**src/rtl/program_loader.sv**
```systemverilog
// Boot-time loader: packs a byte stream into RAM words starting at BASE_ADDR,
// then enables the control unit and hands it the RAM bus.
module program_loader #(
  parameter int DATA_W    = 16,
  parameter int ADDR_W    = 8,
  parameter int BASE_ADDR = 1
) (
  input  logic              clk_i,
  input  logic              reset_i,
  input  logic              load_start_i,
  input  logic [ADDR_W-1:0] load_len_i,
  input  logic [7:0]        rx_data_i,
  input  logic              rx_valid_i,
  output logic              rx_ready_o,
  input  logic [ADDR_W-1:0] cu_addr_i,
  input  logic              cu_read_i,
  input  logic              cu_write_i,
  input  logic [DATA_W-1:0] cu_wdata_i,
  output logic [ADDR_W-1:0] ram_addr_o,
  output logic              ram_read_o,
  output logic              ram_write_o,
  output logic [DATA_W-1:0] ram_wdata_o,
  output logic              cpu_enable_o,
  output logic              busy_o
);

  localparam int BYTES  = DATA_W / 8;
  localparam int BCNT_W = $clog2(BYTES + 1);

  typedef enum logic [1:0] {IDLE, COLLECT, WRITE, RUN} state_e;

  state_e              state_q, state_d;
  logic [ADDR_W-1:0]   len_q, len_d;
  logic [ADDR_W-1:0]   addr_q, addr_d;
  logic [ADDR_W-1:0]   wordCnt_q, wordCnt_d;
  logic [BCNT_W-1:0]   byteCnt_q, byteCnt_d;
  logic [DATA_W-1:0]   word_q, word_d;

  always_ff @(posedge clk_i or posedge reset_i) begin
    if (reset_i) begin
      state_q   <= IDLE;
      len_q     <= '0;
      addr_q    <= '0;
      wordCnt_q <= '0;
      byteCnt_q <= '0;
      word_q    <= '0;
    end else begin
      state_q   <= state_d;
      len_q     <= len_d;
      addr_q    <= addr_d;
      wordCnt_q <= wordCnt_d;
      byteCnt_q <= byteCnt_d;
      word_q    <= word_d;
    end
  end

  // Load-phase bus values come straight from registers; only RUN muxes in the CU bus.
  always_comb begin
    state_d      = state_q;
    len_d        = len_q;
    addr_d       = addr_q;
    wordCnt_d    = wordCnt_q;
    byteCnt_d    = byteCnt_q;
    word_d       = word_q;
    rx_ready_o   = 1'b0;
    busy_o       = 1'b0;
    cpu_enable_o = 1'b0;
    ram_addr_o   = '0;
    ram_read_o   = 1'b0;
    ram_write_o  = 1'b0;
    ram_wdata_o  = '0;
    case (state_q)
      IDLE: begin
        if (load_start_i) begin
          len_d     = load_len_i;
          addr_d    = ADDR_W'(BASE_ADDR);
          wordCnt_d = '0;
          byteCnt_d = '0;
          state_d   = (load_len_i == '0) ? RUN : COLLECT;
        end
      end
      COLLECT: begin
        rx_ready_o = 1'b1;
        busy_o     = 1'b1;
        if (rx_valid_i) begin
          word_d[8*int'(byteCnt_q) +: 8] = rx_data_i;
          byteCnt_d = byteCnt_q + 1'b1;
          if (byteCnt_q == BCNT_W'(BYTES - 1)) state_d = WRITE;
        end
      end
      WRITE: begin
        busy_o      = 1'b1;
        ram_write_o = 1'b1;
        ram_addr_o  = addr_q;
        ram_wdata_o = word_q;
        addr_d      = addr_q + 1'b1;
        wordCnt_d   = wordCnt_q + 1'b1;
        byteCnt_d   = '0;
        state_d     = (wordCnt_q == len_q - 1'b1) ? RUN : COLLECT;
      end
      RUN: begin
        cpu_enable_o = 1'b1;
        ram_addr_o   = cu_addr_i;
        ram_read_o   = cu_read_i;
        ram_write_o  = cu_write_i;
        ram_wdata_o  = cu_wdata_i;
      end
      default: state_d = IDLE;
    endcase
  end

endmodule

```
**config.mk**
```make
export PLATFORM = sky130hd
export DESIGN_NAME = program_loader
export DESIGN_NICKNAME = d
export VERILOG_FILES = /design/src/rtl/program_loader.sv
export SDC_FILE = /design/constraint.sdc
export NUM_CORES = 1
export LEC_CHECK = 0
export BUFFER_PORTS_ARGS = -buffer_cell sky130_fd_sc_hd__buf_2
export CAP_MARGIN = 20
export CORE_ASPECT_RATIO = 1.4
export CORE_MARGIN = 1
export CORE_UTILIZATION = 29
export DETAILED_ROUTE_END_ITERATION = 10
export MAX_ROUTING_LAYER = met4
export SLEW_MARGIN = 0
export SYNTH_ARGS = -nofsm -noshare
export SYNTH_HDL_FRONTEND = slang
export SYNTH_SLANG_ARGS = --single-unit
```
**constraint.sdc**
```tcl
create_clock -name clk_i -period 2.6 [get_ports clk_i]
set_clock_uncertainty 0.15 [all_clocks]
set_input_delay 0.13 -clock clk_i [delete_from_list [all_inputs] [get_ports clk_i]]
set_output_delay 0.13 -clock clk_i [all_outputs]
set_load 0.05 [all_outputs]
```
After elaboration in Yosys (flattened, before gate mapping)
Index checks and enable logic that the tools add are counted.
- add/sub/neg operators: 5
- equality and inequality tests: 8
- shifts and indexed selects: 2
- multiplexer cells: 21
- reduce and logical (&&, ||, !) cells: 10
- operator list (operator ; number):
    $pmux W8 S2 ; 3
    $neg A5 Y33 ; 1
    $shift A8 B33 Y16 const A ; 1
    $shiftx A8 B33 Y16 ; 1
    $pmux W16 S2 ; 1
    $add A8 B1 Y8 const B ; 2
    $bwmux W16 ; 1
    $mux W8 ; 2
    $mux W2 ; 7
    $pmux W2 S3 ; 2
    $eq A8 B8 Y1 ; 1
    $logic_not A8 Y1 ; 1
    $sub A8 B1 Y8 const B ; 1
    $ne A2 B2 Y1 const B ; 3
    $reduce_and A2 Y1 ; 3
    $eq A2 B1 Y1 const B ; 2
    $eq A2 B2 Y1 const B ; 2
    $mux W1 ; 4
    $reduce_and A4 Y1 ; 1
    $reduce_and A3 Y1 ; 1
    $reduce_bool A3 Y1 ; 1
    $add A2 B1 Y2 const B ; 1
    $logic_not A2 Y1 ; 1
    $pmux W1 S2 ; 1
    other kinds (2) ; 2
- register bits: 44
- word-level logic and storage cells: 52

Depth between registers and ports, before layout
Gate-level depths: netlist of run 1.
- depth after elaboration: 4
- mapped depth: 8
- gate-level depth less buffers: 7

Least setup slack after synthesis of run 1
OpenSTA, ideal clock, no wires.
- path kind: flip-flop to flip-flop
- start: register state_q[1]
- end: register word_q[0]
- arrival: 2.062 ns
- path slack: 0.321 ns
- cell stages (with the launch flop): 6
- path buffers: 0
- period minus slack after synthesis: 2.279 ns
- cells stage by stage: dfrtp_1 -> inv_1 -> ha_1 -> nand3_1 -> nor4b_4 -> a22o_1
- cells in the longest elaborated chain, start to end: 2
- RTL lines (item ; RTL line ; text):
    from (decl) ; 32 ; state_e state_q, state_d;
    from (signal assigned) ; 48 ; state_q <= state_d;
    $eq A2 B1 Y1 ; 72 ; case (state_q)
    $reduce_and A2 Y1 (no source line) ; -- ;
    to (signal assigned) ; 53 ; word_q <= word_d;
    to (decl) ; 37 ; logic [DATA_W-1:0] word_q, word_d;
Every way passes these cells.
A chain may end at the register's enable or synchronous reset.

Worst setup path in the final report of run 1
- start: register state_q[1]
- end: register word_q[3]
The elaborated chain is that of the path after synthesis.

==> results of run 1 <==
worst min-delay path, cell delays in order:
cell and delay (ns):
sky130_fd_sc_hd__buf_2 0.13, sky130_fd_sc_hd__nand4b_1 0.11, sky130_fd_sc_hd__o21ai_0 0.07
flip-flops by register name (all words and copies together), names as in the netlist:
name / count
addr_q: 8
byteCnt_q: 2
state_q: 2
wordCnt_q: 8
word_q: 16
len_q: 8
placed cells by master (no fill, tap or decap), types with 3 or more instances in the layout:
cell type / n
sky130_fd_sc_hd__nand2b_1: 5
sky130_fd_sc_hd__ha_1: 11
sky130_fd_sc_hd__nand3_1: 11
sky130_fd_sc_hd__dfrtp_1: 44
sky130_fd_sc_hd__mux2i_1: 3
sky130_fd_sc_hd__inv_1: 8
sky130_fd_sc_hd__nand2_1: 15
sky130_fd_sc_hd__a21oi_1: 5
sky130_fd_sc_hd__xnor2_1: 6
sky130_fd_sc_hd__clkbuf_16: 5
sky130_fd_sc_hd__or3_1: 3
sky130_fd_sc_hd__xor2_1: 12
sky130_fd_sc_hd__nor2_1: 16
sky130_fd_sc_hd__dlygate4sd3_1: 17
sky130_fd_sc_hd__nor3_1: 4
sky130_fd_sc_hd__a22o_1: 37
sky130_fd_sc_hd__o21ai_0: 14
sky130_fd_sc_hd__nand4_1: 4
sky130_fd_sc_hd__a32o_1: 3
sky130_fd_sc_hd__mux2_2: 9
sky130_fd_sc_hd__buf_2: 74
sky130_fd_sc_hd__buf_4: 8
kinds of logic (layout without fill, tap and decap cells):
group	count (synthesis)	after routing	share of synthesized area, %
buffers and inverters	21	117	3.77
xor gates and xnor gates	18	18	6.25
muxes	12	12	5.21
and+or+nand+nor	69	69	14.5
DFF	44	44	43.7
AOI/OAI and AO/OA	68	68	21.2
adders and majority gates	11	11	5.46
layout make-up:
class | instances | area (sq um)
Fill cell | 831 | 4910
Multi-Input combinational cell | 178 | 1330
Tap cell | 102 | 128
Sequential cell | 44 | 1100
Inverter | 9 | 33.8
Timing Repair Buffer | 100 | 628
Clock inverter | 2 | 35.0
Clock buffer | 6 | 129
power groups by stage:
stage / Clock (uW) / Sequential (uW) / Combinational, uW
floorplan: 0 / 1050 / 1220
global placement: 0 / 1140 / 1460
detailed placement: 0 / 1140 / 1490
CTS: 727 / 1130 / 1510
global route: 759 / 1170 / 1650
finish: 718 / 1130 / 1500
stage by stage:
| stage | cells | power, uW | setup slack, ns | hold WS (ns) | utilization, % |
|---|---|---|---|---|---|
| after CTS | 440 | 3370 | 0.462 | 0.0428 | 40.4 |
| after global placement | 415 | 2600 | 0.536 | 0.129 | 36.4 |
| after global routing | 441 | 3570 | 0.291 | 0.0830 | 40.8 |
| after detailed placement | 415 | 2630 | 0.462 | 0.145 | 36.4 |
| after floorplan | 243 | 2270 | 0.321 | 0.113 | - |
| final | 441 | 3350 | 0.451 | 0.0499 | 40.8 |
how the worst min path moves through the flow:
stage / from / end / slack, ns / depth (start not counted)
after floorplan: rx_data_i[2] / word_q[10]$_DFFE_PP0P_ / 0.11 / 1
after global placement: reset_i / word_q[10]$_DFFE_PP0P_ / 0.13 / 2
after detailed placement: reset_i / len_q[6]$_DFFE_PP0P_ / 0.14 / 2
after CTS: rx_valid_i / byteCnt_q[1]$_DFFE_PP0P_ / 0.04 / 3
after global routing: rx_valid_i / byteCnt_q[0]$_DFFE_PP0P_ / 0.08 / 3
final: rx_valid_i / byteCnt_q[1]$_DFFE_PP0P_ / 0.05 / 3
timing repair:
action                    4_1_cts  5_1_grt
setup buffers                   0        0
hold endpoints to repair       47        0
hold buffers                   17        0
per-layer routing:
metal  up-vias  share of wire (%)  global-route usage (%)  wire [microns]
met5         -                  0                       -               0
met4         0                2.1                    5.71             138
met3        11                3.6                    2.11             238
met2        68                 52                    27.6            3400
met1      1058                 42                    17.8            2750
li1       1087                  -                       -               -
==> impl_table.tex, run 1 <==
\begin{tabular}{lr}
\hline
Metric & Value \\
\hline
\multicolumn{2}{l}{\textbf{STA}} \\
Total count of max-transition violations in the final report & 0 \\
Transition time of the tightest slew-check pin & roughly 0.47 ns \\
Number of endpoints failing setup at the final stage & 0 \\
Slew headroom & around 69\% \\
Clock period minus worst slack & between 2 and 2.5 ns \\
Unrepaired setup endpoints after global routing & no \\
Fmax & $\sim$470 MHz \\
Final Hold Viols & 0 \\
Total negative slack & 0 ns \\
Final critical-path share of the clock period & a little over 80\% \\
\multicolumn{2}{l}{\textbf{Die}} \\
Die Width & about 80 microns \\
Die Y & about 110 microns \\
Die footprint & a little over 9000 sq um \\
Starting utilization of the core area & between 30 and 40\% \\
Top-level port count & 75 \\
Placement Rows & 39 \\
Core Area & between 8000 and 9000 sq um \\
\multicolumn{2}{l}{\textbf{Final layout}} \\
Layout overhead on the synthesized area & 34.0\% \\
Layout cell share with drive strength beyond 1 & between 30\% and 40\% \\
Count of antenna diodes in the layout & 0 \\
Area of all placed cells without fillers & about 3400 sq um \\
Final-stage net count & $\sim$400 \\
\multicolumn{2}{l}{\textbf{Pwr}} \\
Comb power frac & between 40 and 50\% \\
Net switching share of the total power & 41.9\% \\
Power density over the cells & 991 nW/um\^{}2 \\
Internal power component & between 1500 and 2000 uW \\
Clock group share of total power & between 20\% and 30\% \\
Leak & between 0.0015 and 0.002 uW \\
Peak ir drop on the vdd network & 0.572 mV \\
Part of the total power dissipated in sequential elements & between 30 and 40\% \\
Power spent charging and discharging nets & between 1000 and 1500 uW \\
\multicolumn{2}{l}{\textbf{Synthesis}} \\
Ys async rst share & between 90\% and 100\% \\
Sequential element share of the synthesized area & 43.7\% \\
Yosys top cell by area & sky130\_fd\_sc\_hd\_\_dfrtp\_1 \\
Syn Std Cell Area & between 2000 and 3000 sq um \\
Cell with the most instances after synthesis & sky130\_fd\_sc\_hd\_\_dfrtp\_1 \\
Average cell area after synthesis & about 10 sq um \\
Synth Instances & 243 \\
Number of storage elements in the synthesis netlist & 44 \\
Cell types with the largest area share after synthesis & sky130\_fd\_sc\_hd\_\_dfrtp\_1 44\%, sky130\_fd\_sc\_hd\_\_a22o\_1 13\%, sky130\_fd\_sc\_hd\_\_ha\_1 5.5\%, sky130\_fd\_sc\_hd\_\_xor2\_1 4.2\%, sky130\_fd\_sc\_hd\_\_mux2\_2 4.0\% \\
Most frequently used flop master after synthesis & sky130\_fd\_sc\_hd\_\_dfrtp\_1 \\
Synth cell types & 37 \\
Number of enable-type register cells in the synthesized netlist & 0 \\
Net count after synthesis & 300 \\
Top cell type's share of synthesized area & 43.7\% \\
YS warnings & 0 \\
Ranking of synthesized cells by instance count & 44 x sky130\_fd\_sc\_hd\_\_dfrtp\_1, 37 x sky130\_fd\_sc\_hd\_\_a22o\_1, 16 x sky130\_fd\_sc\_hd\_\_nor2\_1 \\
\multicolumn{2}{l}{\textbf{Critical path}} \\
Cell Chain, Critical Path & inv\_1, ha\_1, nand3\_1, nor4b\_4, a22o\_1 \\
Critical Path Slowest Stage Cell & sky130\_fd\_sc\_hd\_\_nor4b\_4 \\
Startpoint of the lowest-slack register-to-register path & state\_q[1]\$\_DFFE\_PP0P\_ \\
Critical Path Start Type & flip-flop \\
Worst Path Buf+Inv & 1 \\
Cell count along the critical path & 5 \\
Register-to-register setup slack & between 0.4 and 0.5 ns \\
Endpoint required time on the critical path & 2.67 ns \\
Worst Setup Path Type & reg -> reg \\
CP Capture Type & flip-flop \\
Worst-case reg-to-reg path depth & 5 \\
Launch point of the worst path & state\_q[1]\$\_DFFE\_PP0P\_ \\
Highest fanout seen on the critical path & 9 \\
Maximum single-stage delay on the critical path & 0.57 ns \\
Crit-path leading delay family & simple AND/OR/NAND/NOR gates \\
CP endpoint & word\_q[3]\$\_DFFE\_PP0P\_ \\
Worst reg2reg path endpoint & word\_q[3]\$\_DFFE\_PP0P\_ \\
Data arrival time of the worst path & $\sim$2.2 ns \\
\multicolumn{2}{l}{\textbf{CTS}} \\
Number of levels the H-tree was split into & 2 \\
Clock Tree Root & sky130\_fd\_sc\_hd\_\_clkbuf\_16 \\
Max Buffers Root-to-Sink & 2 \\
Clock slew at the register clock pins of the worst setup and hold paths & 0.06 ns \\
Sinks on the clock net & 44 \\
Clock tree from TritonCTS & yes \\
Number of gates resized after CTS & 0 \\
Clock latency at the later pin of the worst-skew pair & between 0.2 and 0.3 ns \\
Total clock buffers created by CTS & 5 \\
\multicolumn{2}{l}{\textbf{Global routing}} \\
Number of antenna violations at the first check in global routing & 0 \\
Largest net degree at the start of global routing & 32 \\
GRT overflow & 0 \\
Global-route wire length before repair & 10800 microns \\
GRT Resource Usage Total & $\sim$16\% \\
Number of global-route vias before repair & approximately 2300 \\
\multicolumn{2}{l}{\textbf{Drt}} \\
Detail Route Antenna Nets & 0 \\
Number of detailed-routing iterations run before antenna repair & 4 \\
Detailed-route wire length & between 6000 and 7000 microns \\
Via count & approximately 2200 \\
Average detailed-routed wire length per instance & roughly 15 microns \\
Starting DRC count in detailed routing & 45 \\
Detailed-route vias per instance & 5.04 \\
Drc violations & 0 \\
\multicolumn{2}{l}{\textbf{Place}} \\
PortBufs & 74 \\
DPL Wire Length & 4900 microns \\
Placed cell area & roughly 3000 sq um \\
Global placer's final weighted congestion & a little over 0.8 \\
\multicolumn{2}{l}{\textbf{Worst hold path}} \\
Path type of the worst min-delay path & in -> reg \\
\multicolumn{2}{l}{\textbf{Run}} \\
Maximum capacitance violations & 0 \\
\multicolumn{2}{l}{\textbf{Run status}} \\
Result of the run & finished, final reports clean \\
\hline
\end{tabular}
No activity file was read; power rests on OpenSTA's default activity.
==> run 2: changes to the inputs <==
- clock period: 2.6 -> 2.2 ns (I/O delays scaled with it)
==> impl_table.tex, run 2 (same netlist as run 1, synthesis figures left out) <==
\begin{tabular}{lr}
\hline
Metric & Value \\
\hline
\multicolumn{2}{l}{\textbf{Global routing}} \\
Number of antenna violations at the first check in global routing & 0 (unchanged) \\
Met3 track demand over resource & 3.74\% (was 2.11\%) \\
GRT Resource Usage Total & 16.1\% (was 15.7\%) \\
Global-route wire length before repair & 10900 microns (was 10800 microns) \\
Number of global-route vias before repair & 2401 (was 2279) \\
Global-route met2 utilization & 28.2\% (was 27.6\%) \\
Met1 track demand over resource & 17.4\% (was 17.8\%) \\
GR peak layer & met2 (unchanged) \\
Largest net degree at the start of global routing & 29 (was 32) \\
GRT overflow & 0 (unchanged) \\
\multicolumn{2}{l}{\textbf{Pwr}} \\
Power density over the cells & 1160 nW/um\^{}2 (was 991 nW/um\^{}2) \\
Post-layout power & 3930 uW (was 3350 uW) \\
Leak & 0.00166 uW (was 0.00165 uW) \\
Peak ir drop on the vdd network & 0.501 mV (was 0.572 mV) \\
\multicolumn{2}{l}{\textbf{CTS}} \\
Number of gates resized after CTS & 0 (unchanged) \\
CTS hold repair buffers & 17 (unchanged) \\
Number of levels the H-tree was split into & 2 (unchanged) \\
Clock slew at the register clock pins of the worst setup and hold paths & 0.07 ns (was 0.06 ns) \\
Post-CTS Setup Bufs & 0 (unchanged) \\
Total clock buffers created by CTS & 5 (unchanged) \\
Max Buffers Root-to-Sink & 2 (unchanged) \\
Clock Tree Root & sky130\_fd\_sc\_hd\_\_clkbuf\_16 (unchanged) \\
Clock latency at the later pin of the worst-skew pair & 0.29 ns (about the same) \\
Clock tree from TritonCTS & yes (unchanged) \\
Sinks on the clock net & 44 (unchanged) \\
\multicolumn{2}{l}{\textbf{Critical path}} \\
Maximum single-stage delay on the critical path & 0.38 ns (was 0.57 ns) \\
Worst Path Buf+Inv & 1 (unchanged) \\
Endpoint required time on the critical path & 2.25 ns (was 2.67 ns) \\
Startpoint of the lowest-slack register-to-register path & len\_q[1]\$\_DFFE\_PP0P\_ (was state\_q[1]\$\_DFFE\_PP0P\_) \\
Critical Path Slowest Stage Cell & sky130\_fd\_sc\_hd\_\_dfrtp\_1 (was sky130\_fd\_sc\_hd\_\_nor4b\_4) \\
Highest fanout seen on the critical path & 8 (was 9) \\
Cell Chain, Critical Path & inv\_1, ha\_1, o21ba\_1, a221oi\_2, a41oi\_1, o311a\_1, a211oi\_2 (was inv\_1, ha\_1, nand3\_1, nor4b\_4, a22o\_1) \\
Register-to-register setup slack & 0.14 ns (was 0.45 ns) \\
Worst-case reg-to-reg path depth & 7 (was 5) \\
Critical Path Start Type & flip-flop (unchanged) \\
Worst Setup Path Type & reg -> reg (unchanged) \\
CP Capture Type & flip-flop (unchanged) \\
Worst reg2reg path endpoint & state\_q[1]\$\_DFFE\_PP0P\_ (was word\_q[3]\$\_DFFE\_PP0P\_) \\
Data arrival time of the worst path & 2.11 ns (was 2.22 ns) \\
Crit-path leading delay family & compound AO/OA/AOI/OAI gates (was simple AND/OR/NAND/NOR gates) \\
\multicolumn{2}{l}{\textbf{Worst hold path}} \\
Worst-case hold path end point & byteCnt\_q[1]\$\_DFFE\_PP0P\_ (unchanged) \\
Worst min-delay path startpoint & rx\_valid\_i (unchanged) \\
Path type of the worst min-delay path & in -> reg (unchanged) \\
Number of cells on the worst hold path & 3 (unchanged) \\
\multicolumn{2}{l}{\textbf{STA}} \\
Final Hold Viols & 0 (unchanged) \\
Total negative slack & 0 ns (unchanged) \\
Total count of max-transition violations in the final report & 0 (unchanged) \\
Clock period minus worst slack & 2.06 ns (was 2.15 ns) \\
Number of endpoints failing setup at the final stage & 0 (unchanged) \\
Unrepaired setup endpoints after global routing & no (unchanged) \\
Final critical-path share of the clock period & 93.5\% (was 82.7\%) \\
Fmax & 486 MHz (was 465 MHz) \\
Transition time of the tightest slew-check pin & 0.791 ns (was 0.470 ns) \\
Slew headroom & 46.9\% (was 68.5\%) \\
Worst setup slack after layout & 0.144 ns (was 0.451 ns) \\
\multicolumn{2}{l}{\textbf{Final layout}} \\
Most common library cell in the layout ignoring fill and taps & sky130\_fd\_sc\_hd\_\_buf\_2 (unchanged) \\
Layout cell share with drive strength beyond 1 & 31.9\% (was 30.4\%) \\
Count of antenna diodes in the layout & 0 (unchanged) \\
Biggest register & word\_q (unchanged) \\
Layout overhead on the synthesized area & 34.3\% (was 34.0\%) \\
Commonest cells after routing, fill and taps aside & 74 x sky130\_fd\_sc\_hd\_\_buf\_2, 44 x sky130\_fd\_sc\_hd\_\_dfrtp\_1, 36 x sky130\_fd\_sc\_hd\_\_a22o\_1 (was 74 x sky130\_fd\_sc\_hd\_\_buf\_2, 44 x sky130\_fd\_sc\_hd\_\_dfrtp\_1, 37 x sky130\_fd\_sc\_hd\_\_a22o\_1) \\
Utilization after layout & 40.8\% (about the same) \\
Max reg flops & 16 (unchanged) \\
Final-stage net count & 398 (was 395) \\
Filler instances & 826 (was 831) \\
Final cell count without fillers & 444 (was 441) \\
\multicolumn{2}{l}{\textbf{Die}} \\
Die Y & 112 microns (unchanged) \\
Die footprint & 9080 sq um (unchanged) \\
Core Area & 8300 sq um (unchanged) \\
Top-level port count & 75 (unchanged) \\
Starting utilization of the core area & 30.4\% (unchanged) \\
Placement Rows & 39 (unchanged) \\
Die Width & 80.8 microns (unchanged) \\
\multicolumn{2}{l}{\textbf{Drt}} \\
Starting DRC count in detailed routing & 75 (was 45) \\
Drc violations & 0 (unchanged) \\
Number of detailed-routing iterations run before antenna repair & 4 (unchanged) \\
Detailed-route vias per instance & 5.02 (was 5.04) \\
Average detailed-routed wire length per instance & 14.2 microns (was 14.8 microns) \\
Via count & 2227 (was 2224) \\
Detailed-route wire length & 6310 microns (was 6530 microns) \\
Detail Route Antenna Nets & 0 (unchanged) \\
\multicolumn{2}{l}{\textbf{Run}} \\
Maximum capacitance violations & 0 (unchanged) \\
\multicolumn{2}{l}{\textbf{Place}} \\
DPL Wire Length & 4880 microns (was 4900 microns) \\
Pre-CTS setup slack & 0.153 ns (was 0.462 ns) \\
Cell count after placement & 419 (was 415) \\
PortBufs & 74 (unchanged) \\
Global placer's final weighted congestion & 0.840 (was 0.827) \\
\multicolumn{2}{l}{\textbf{Run status}} \\
Result of the run & finished, final reports clean (unchanged) \\
\hline
\end{tabular}
[run 2: report_power, final]
group	switching, uW	leakage (uW)	total (uW)	internal [uW]
Combinational	1100	0.00100	1850	750
Sequential	246	0.000582	1300	1050
Clock	324	0.0000772	778	454
Total	1670	0.00166	3930	2260
[run 2: per-stage QoR]
| step | cell area [sq um] | hold WS [ns] |
|---|---|---|
| after floorplan | 2530 | 0.0925 |
| after global placement | 3070 | 0.0468 |
| after detailed placement | 3070 | 0.0483 |
| after CTS | 3390 | 0.0411 |
| after global routing | 3390 | 0.0869 |
| final | 3390 | 0.0449 |
[run 2: worst max-delay path by stage]
stage	slack, ns	endpoint	depth (start not counted)	from
floorplan	0.009	ram_wdata_o[0]	4	state_q[0]$_DFFE_PP0P_
global placement	0.21	state_q[1]$_DFFE_PP0P_	7	len_q[1]$_DFFE_PP0P_
detailed placement	0.15	wordCnt_q[5]$_DFFE_PP0P_	6	state_q[0]$_DFFE_PP0P_
CTS	0.14	wordCnt_q[5]$_DFFE_PP0P_	6	state_q[0]$_DFFE_PP0P_
global route	0.008	state_q[1]$_DFFE_PP0P_	7	len_q[1]$_DFFE_PP0P_
finish	0.14	state_q[1]$_DFFE_PP0P_	7	len_q[1]$_DFFE_PP0P_
[run 2: area by class of cell]
class / count / area (sq um) / share of cell area (%)
multi-input cells: 178 / 1330 / 39.3
flip-flops and latches: 44 / 1100 / 32.5
repair buffers: 103 / 643 / 19.0
clock buffers: 6 / 139 / 4.10
well taps: 102 / 128 / 3.77
inverters: 9 / 33.8 / 0.997
clock inverters: 2 / 13.8 / 0.406
[run 2: tightest hold or removal path, cell delays in order]
cell	delay [ns]
sky130_fd_sc_hd__buf_2	0.13
sky130_fd_sc_hd__nand4b_1	0.11
sky130_fd_sc_hd__o21ai_0	0.09
[run 2: routing by layer]
| metal | vias up | routed length, microns | part of all wire [%] |
|---|---|---|---|
| met5 | - | 0 | 0 |
| met4 | 0 | 88 | 1.4 |
| met3 | 7 | 290 | 4.6 |
| met2 | 63 | 3370 | 53 |
| met1 | 1068 | 2570 | 41 |
| li1 | 1089 | - | - |
==> run 3: changes to the inputs <==
- CORE_MARGIN: 1 -> 3
- CTS_CLUSTER_SIZE: not set -> 40
==> impl_table.tex, run 3 (same netlist as run 1, synthesis figures left out) <==
\begin{tabular}{lr}
\hline
Metric & Value \\
\hline
\multicolumn{2}{l}{\textbf{Place}} \\
Global placer's final weighted congestion & 0.769 (was 0.840) \\
Cell count after placement & 420 (was 419) \\
Placed cell area & 3060 sq um (was 3070 sq um) \\
DPL Wire Length & 4910 microns (was 4880 microns) \\
PortBufs & 74 (unchanged) \\
\multicolumn{2}{l}{\textbf{Final layout}} \\
Final cell count without fillers & 446 (was 444) \\
Area of all placed cells without fillers & 3410 sq um (was 3390 sq um) \\
Max reg flops & 16 (unchanged) \\
Layout overhead on the synthesized area & 35.2\% (was 34.3\%) \\
Most common library cell in the layout ignoring fill and taps & sky130\_fd\_sc\_hd\_\_buf\_2 (unchanged) \\
Commonest cells after routing, fill and taps aside & 74 x sky130\_fd\_sc\_hd\_\_buf\_2, 44 x sky130\_fd\_sc\_hd\_\_dfrtp\_1, 36 x sky130\_fd\_sc\_hd\_\_a22o\_1 (unchanged) \\
Biggest register & word\_q (unchanged) \\
Final-stage net count & 400 (was 398) \\
Count of antenna diodes in the layout & 0 (unchanged) \\
Layout cell share with drive strength beyond 1 & 32.3\% (was 31.9\%) \\
\multicolumn{2}{l}{\textbf{Critical path}} \\
Data arrival time of the worst path & 2.10 ns (was 2.11 ns) \\
Worst-case reg-to-reg path depth & 6 (was 7) \\
Highest fanout seen on the critical path & 6 (was 8) \\
Endpoint required time on the critical path & 2.26 ns (was 2.25 ns) \\
CP Capture Type & flip-flop (unchanged) \\
Worst Setup Path Type & reg -> reg (unchanged) \\
Critical Path Start Type & flip-flop (unchanged) \\
\multicolumn{2}{l}{\textbf{Pwr}} \\
Power density over the cells & 1180 nW/um\^{}2 (was 1160 nW/um\^{}2) \\
Peak ir drop on the vdd network & 0.523 mV (was 0.501 mV) \\
Leak & 0.00167 uW (was 0.00166 uW) \\
\multicolumn{2}{l}{\textbf{STA}} \\
Fmax & 489 MHz (was 486 MHz) \\
Unrepaired setup endpoints after global routing & no (unchanged) \\
Clock period minus worst slack & 2.04 ns (was 2.06 ns) \\
Slew headroom & 62.6\% (was 46.9\%) \\
Transition time of the tightest slew-check pin & 0.561 ns (was 0.791 ns) \\
Final critical-path share of the clock period & 92.9\% (was 93.5\%) \\
Total count of max-transition violations in the final report & 0 (unchanged) \\
Total negative slack & 0 ns (unchanged) \\
Number of endpoints failing setup at the final stage & 0 (unchanged) \\
Worst hold margin & 0.0219 ns (was 0.0449 ns) \\
Final Hold Viols & 0 (unchanged) \\
\multicolumn{2}{l}{\textbf{Die}} \\
Top-level port count & 75 (unchanged) \\
Core Area & 8300 sq um (unchanged) \\
Die Y & 116 microns (was 112 microns) \\
Die Width & 84.8 microns (was 80.8 microns) \\
Placement Rows & 39 (unchanged) \\
Starting utilization of the core area & 30.4\% (unchanged) \\
Die footprint & 9870 sq um (was 9080 sq um) \\
\multicolumn{2}{l}{\textbf{CTS}} \\
Clock Tree Root & sky130\_fd\_sc\_hd\_\_clkbuf\_16 (unchanged) \\
Clock slew at the register clock pins of the worst setup and hold paths & 0.06 ns (was 0.07 ns) \\
Max Buffers Root-to-Sink & 2 (unchanged) \\
Number of levels the H-tree was split into & 2 (unchanged) \\
Sinks on the clock net & 44 (unchanged) \\
Total clock buffers created by CTS & 5 (unchanged) \\
Clock tree from TritonCTS & yes (unchanged) \\
Clock latency at the later pin of the worst-skew pair & 0.29 ns (about the same) \\
\multicolumn{2}{l}{\textbf{Worst hold path}} \\
Path type of the worst min-delay path & in -> reg (unchanged) \\
Number of cells on the worst hold path & 3 (unchanged) \\
\multicolumn{2}{l}{\textbf{Global routing}} \\
GRT Resource Usage Total & 14.2\% (was 16.1\%) \\
Number of antenna violations at the first check in global routing & 0 (unchanged) \\
Global-route wire length before repair & 11000 microns (was 10900 microns) \\
GRT overflow & 0 (unchanged) \\
Number of global-route vias before repair & 2330 (was 2401) \\
Largest net degree at the start of global routing & 45 (was 29) \\
\multicolumn{2}{l}{\textbf{Drt}} \\
Detailed-route wire length & 6480 microns (was 6310 microns) \\
Detailed-route vias per instance & 4.99 (was 5.02) \\
Drc violations & 0 (unchanged) \\
Met1 wire length & 2700 microns (was 2570 microns) \\
Routed met3 length & 316 microns (was 290 microns) \\
Total length of routed met2 wires & 3360 microns (was 3370 microns) \\
Via count & 2226 (was 2227) \\
Starting DRC count in detailed routing & 113 (was 75) \\
Detail Route Antenna Nets & 0 (unchanged) \\
Average detailed-routed wire length per instance & 14.5 microns (was 14.2 microns) \\
Top metal layer carrying routed signals & met4 (unchanged) \\
Number of detailed-routing iterations run before antenna repair & 4 (unchanged) \\
\multicolumn{2}{l}{\textbf{Run}} \\
Maximum capacitance violations & 0 (unchanged) \\
\multicolumn{2}{l}{\textbf{Run status}} \\
Result of the run & finished, final reports clean (unchanged) \\
\hline
\end{tabular}
-- run 3: stage by stage --
step / util [%] / worst slack, ns / power [uW]
2_1_floorplan: - / 0.00941 / 2690
3_3_place_gp: 36.9 / 0.217 / 3130
3_5_place_dp: 36.9 / 0.169 / 3170
4_1_cts: 41.0 / 0.139 / 4050
5_1_grt: 41.1 / 0.00101 / 4310
6_report: 41.1 / 0.156 / 4030
-- run 3: layout make-up --
class                           count  area, sq um
Fill cell                         820         4890
Multi-Input combinational cell    178         1330
Sequential cell                    44         1100
Timing Repair Buffer              105          649
Tap cell                          102          128
Clock buffer                        5          125
Clock inverter                      3         42.5
Inverter                            9         33.8
-- run 3: layer usage --
metal | global-route usage [%] | up-vias
li1 | - | 1096
met1 | 15.9 | 1055
met2 | 25.7 | 67
met3 | 2.54 | 8
met4 | 4.65 | 0
met5 | - | -
-- run 3: final timing paths --
kind / endpoint / start / slack, ns
hold reg to reg: word_q[0]$_DFFE_PP0P_ / word_q[0]$_DFFE_PP0P_ / 0.36
min in group asynchronous: word_q[0]$_DFFE_PP0P_ / reset_i / 0.34
setup reg to reg: wordCnt_q[5]$_DFFE_PP0P_ / state_q[0]$_DFFE_PP0P_ / 0.16
setup / recovery: wordCnt_q[5]$_DFFE_PP0P_ / state_q[0]$_DFFE_PP0P_ / 0.16
max in group asynchronous: wordCnt_q[6]$_DFFE_PP0P_ / reset_i / 1.16
hold / removal: byteCnt_q[1]$_DFFE_PP0P_ / rx_valid_i / 0.02
-- run 3: repair_timing --
| action | in CTS | in global routing |
|---|---|---|
| setup buffers | 0 | 1 |
| endpoints found under the hold margin | 68 | 0 |
| resized for setup | 0 | 1 |
| setup endpoints to repair | 0 | 12 |
| hold buffers | 17 | 0 |
-- run 3: critical path: stages, from the launching register on --
cell and delay, ns:
sky130_fd_sc_hd__dfrtp_1 0.41, sky130_fd_sc_hd__inv_1 0.10, sky130_fd_sc_hd__ha_1 0.26, sky130_fd_sc_hd__mux2_2 0.31, sky130_fd_sc_hd__nand4_1 0.18, sky130_fd_sc_hd__or3_1 0.38
sky130_fd_sc_hd__a21oi_1 0.16
-- run 3: where the power goes --
part           leakage, uW  switching (uW)  internal (uW)  total (uW)
clock network    0.0000798             320            534         854
registers         0.000582             245           1050        1300
logic              0.00101            1120            756        1880
total              0.00167            1690           2340        4030
